`src/rtl/lf8_div.sv`:
```
// lf8_div: sequential restoring divider, one quotient bit per cycle, valid/ready on both sides.
// Optional macro LF8_DIV_ZERO_CHECK_EN: zero divisor short-circuits to DONE and raises div_zero.
module lf8_div #(
  parameter int unsigned WIDTH = 8
) (
  input  logic             clk,
  input  logic             rst_n,
  input  logic             in_valid,
  output logic             in_ready,
  input  logic [WIDTH-1:0] dividend,
  input  logic [WIDTH-1:0] divisor,
  output logic             out_valid,
  input  logic             out_ready,
  output logic [WIDTH-1:0] quotient,
  output logic [WIDTH-1:0] remainder,
  output logic             div_zero
);

  localparam int unsigned CW = $clog2(WIDTH);

  typedef enum logic [1:0] {IDLE, BUSY, DONE} state_t;

  state_t           state, state_n;
  logic [WIDTH-1:0] q, d, r;
  logic [CW-1:0]    cnt;
  logic [WIDTH:0]   partial, trial;
  logic             borrow;
  logic [WIDTH-1:0] q_shift, r_step;
  logic             accept, finish;

`ifdef LF8_DIV_ZERO_CHECK_EN
  logic zf;
`endif

  // Trial subtraction and next-state decode
  always_comb begin
    state_n = state;
    partial = {r, q[WIDTH-1]};
    trial   = partial - {1'b0, d};
    borrow  = trial[WIDTH];
    r_step  = borrow ? partial[WIDTH-1:0] : trial[WIDTH-1:0];
    q_shift = {q[WIDTH-2:0], ~borrow};
    accept  = (state == IDLE) && in_valid;
    finish  = (state == BUSY) && (cnt == '0);
    case (state)
      IDLE:    if (in_valid)  state_n = BUSY;
      BUSY:    if (cnt == '0) state_n = DONE;
      DONE:    if (out_ready) state_n = IDLE;
      default: state_n = IDLE;
    endcase
  end

  always_ff @(posedge clk or negedge rst_n) begin
    if (!rst_n) begin
      state     <= IDLE;
      in_ready  <= 1'b1;
      out_valid <= 1'b0;
    end else begin
      state     <= state_n;
      in_ready  <= (state_n == IDLE);
      out_valid <= (state_n == DONE);
    end
  end

  // Working registers; the partial remainder never exceeds the divisor, so WIDTH bits hold it
  always_ff @(posedge clk or negedge rst_n) begin
    if (!rst_n) begin
      q   <= '0;
      d   <= '0;
      r   <= '0;
      cnt <= '0;
`ifdef LF8_DIV_ZERO_CHECK_EN
      zf  <= 1'b0;
`endif
    end else if (accept) begin
      q   <= dividend;
      d   <= divisor;
      r   <= '0;
      cnt <= CW'(WIDTH - 1);
`ifdef LF8_DIV_ZERO_CHECK_EN
      // A single BUSY pass keeps out_valid one cycle after accept
      zf  <= (divisor == '0);
      if (divisor == '0) cnt <= '0;
`endif
    end else if (state == BUSY) begin
      q <= q_shift;
      r <= r_step;
      if (cnt != '0) cnt <= cnt - CW'(1);
    end
  end

  // Result registers, loaded on the final iteration and held through DONE
  always_ff @(posedge clk or negedge rst_n) begin
    if (!rst_n) begin
      quotient  <= '0;
      remainder <= '0;
`ifdef LF8_DIV_ZERO_CHECK_EN
      div_zero  <= 1'b0;
`endif
    end else if (finish) begin
`ifdef LF8_DIV_ZERO_CHECK_EN
      quotient  <= zf ? '1 : q_shift;
      remainder <= zf ? q : r_step;
      div_zero  <= zf;
`else
      quotient  <= q_shift;
      remainder <= r_step;
`endif
    end
  end

`ifndef LF8_DIV_ZERO_CHECK_EN
  assign div_zero = 1'b0;
`endif

endmodule

```
`config.mk`:
```
export PLATFORM = sky130hd
export DESIGN_NAME = lf8_div
export DESIGN_NICKNAME = d
export VERILOG_FILES = /design/src/rtl/lf8_div.sv
export SDC_FILE = /design/constraint.sdc
export NUM_CORES = 1
export LEC_CHECK = 0
export ABC_AREA = 1
export CORE_MARGIN = 4
export CORE_UTILIZATION = 45
export DETAILED_ROUTE_END_ITERATION = 10
export PLACE_DENSITY = 0.7
export SYNTH_ARGS = -nofsm -noshare
export SYNTH_HDL_FRONTEND = slang
export SYNTH_SLANG_ARGS = --single-unit
```
`constraint.sdc`:
```
create_clock -name clk -period 6 [get_ports clk]
set_clock_uncertainty 0.05 [all_clocks]
set_input_delay 1.5 -clock clk [delete_from_list [all_inputs] [get_ports clk]]
set_output_delay 1.5 -clock clk [all_outputs]
set_load 0.01 [all_outputs]
```
==> impl_metrics.tcl <==
set metrics [dict create \
    status "completed" \
    cts_buffers 5 \
    htreeDepth 2 \
    syn-cell-area_sq_um 2440 \
    drc 0 \
    grt_max_degree 48 \
    min_path_type "reg2reg" \
    clkLatencyLatePin_ps 290 \
    crit_slowest_cell "dfstp_2" \
    syn_area_per_cell_sq_um 8.34 \
    drt-wirelength-per-cell_um 12.0 \
    dp_cells 395 \
    initial_core_util 0.471 \
    synthFlopType "dfrtp_1" \
    layout.nets 363 \
    overflow 0 \
    cts_hold_buffers 0 \
    drtAntennaViolNets 0 \
    synth_cell_types 32 \
    grt_pass1_vias 1887 \
    worst-path-buf-inv 1 \
    gp_congestion 0.798 \
    cts_setup_buffers 0 \
    viasPerCell 4.95 \
    cap_violations 0 \
    slew_violations 0 \
    synth_seq_area_share 0.483 \
    critical-path-top-delay-family "flip-flops" \
    cp.arrival_ps 1350 \
    clockBufferDepth 2 \
    finalSetupViolations 0 \
    cts_tree "built" \
    cp_data_required_time_ps 4450 \
    fin_crit_ps 2900 \
    setup_tns_ps 0 \
    dr.pass1.iters 4 \
    fin_crit_sh 0.483 \
    io_pins 39 \
    dp_slack_ps 2950 \
    core_sq_um 5170 \
    antenna_found_initial 0 \
    synthesis.nets 323 \
    pwr_density_cell_nw_per_um2 634 \
    postLayoutCoreUtil 0.571 \
    rsz0062_at_grt "false" \
    dieArea_sq_um 6650 \
    postPlaceCellArea_sq_um 2870 \
    area_growth_pct 21.3 \
    synth_warnings 0 \
    hpwl_mm 3.64 \
    path_clk_slew_ps 90 \
    die_width_um 81.6 \
    hold_violations 0 \
    criticalPathCategory "reg2out" \
    drt_iter0_drc 83 \
    startpoint_type "register" \
    fmax_ghz 0.345 \
    cp-end-kind "primary output" \
    timing.final.ws_setup_ps 3100 \
    yosys-top-cells-area "dfrtp_1, nand2_1, inv_1" \
    numPortBuffers 37 \
    num_vias 1993 \
    rows 26 \
    grt_pass1_wl_mm 8.49 \
    synth_edf_count 0 \
    slew_headroom 0.300 \
    async_flop_share 1.00 \
    cp_slowest_stage_delay_ps 530 \
    vdd_ir_drop_max_v 0.000263 \
    p_leak_nw 1.50 \
    wl_mm 4.85 \
    clock_sinks 47 \
    synth-seq-cells 47 \
    worstMarginPinSlew_ps 1050 \
    crit_path_cell_trace "clkdlybuf4s50_1" \
    drive_gt1_frac 0.0811 \
    synth_area_leader_cell "dfrtp_1" \
    synthCells 292 \
    final_area_sq_um 2950 \
    worst-path-max-fanout 1 \
    cts_resized 0 \
    synth_top_area_frac 0.473 \
    diodes 0 \
    cts_root_buf "clkbuf_8" \
    grt_usage 0.163 \
    layout.cells.non_filler 403 \
    die_h_um 81.6 \
]
-- routing by layer --
| metal | up-vias | track usage | part of all wire |
|---|---|---|---|
| met5 | - | 0 | 0 |
| met4 | 0 | 0.0465 | 0.012 |
| met3 | 6 | 0.0351 | 0.032 |
| met2 | 30 | 0.277 | 0.50 |
| met1 | 954 | 0.210 | 0.46 |
| li1 | 1003 | - | - |
-- flip-flops by register name, summed over array words and instances (netlist names) --
register and count:
quotient 8, q 8, state 2, cnt 3, d 8, remainder 8, in_ready 1, r 8
out_valid 1
-- synth_stat cells, drive strengths merged, types with 3 or more instances --
| master | count |
|---|---|
| dfrtp | 46 |
| a21oi | 3 |
| o221ai | 7 |
| nand2 | 113 |
| nor2 | 7 |
| o21ai | 21 |
| nand3b | 5 |
| inv | 41 |
| buf | 4 |
| nand3 | 23 |
| ha | 10 |
-- cell type report --
type	instances	area, sq um
Fill cell	481	2220
Sequential cell	47	1180
Multi-Input combinational cell	198	1070
Timing Repair Buffer	38	373
Inverter	42	158
Tap cell	70	87.6
Clock buffer	7	76.3
Clock inverter	1	7.51
-- through the flow --
step / power [mW] / hold WS (ps)
final: 1.87 / 433
after global routing: 2.08 / 452
after CTS: 1.89 / 440
after detailed placement: 1.70 / 418
after global placement: 1.67 / 415
after floorplan: 1.40 / 403
-- final timing paths --
check	depth (start not counted)	endpoint	slack, ps	from
max in group asynchronous	1	state[0]	3920	rst_n
worst max register to register	14	remainder[7]	3910	q[7]
min in group asynchronous	1	r[7]	1340	rst_n
worst max-delay path	1	in_ready	3100	in_ready
worst min-delay path	2	remainder[6]	430	remainder[6]
worst min register to register	2	remainder[6]	430	remainder[6]
-- power by group --
group | total, mW | internal, mW | leakage [nW] | switching [mW]
clock | 0.184 | 0.0825 | 0.0385 | 0.102
combinational | 1.14 | 0.452 | 0.873 | 0.690
sequential | 0.548 | 0.473 | 0.585 | 0.0747
total | 1.87 | 1.01 | 1.50 | 0.866
-- layout by cell type (no fill, tap or decap), drive strengths merged, types with 2 or more instances in the layout --
cell type,instances
buf,2
o31ai,2
o21ai,21
clkdlybuf4s50,36
o221ai,7
clkbuf,7
nand3b,5
ha,10
xnor2,2
dfrtp,46
nor2,7
nand3,23
inv,41
a21oi,3
nand2,113
-- kinds of logic (layout without fill, tap and decap cells) --
family | after synthesis | after routing | synth area share
buffers and inverters | 47 | 88 | 0.0755
XOR/XNOR | 3 | 3 | 0.0108
flip-flops | 47 | 47 | 0.483
AO/OA/AOI/OAI | 33 | 33 | 0.0837
AND/OR/NAND/NOR | 150 | 150 | 0.286
adder cells (fa/ha/maj) | 11 | 11 | 0.0596
other | 1 | 1 | 0.00154
Power figures use the tool's default switching activity.
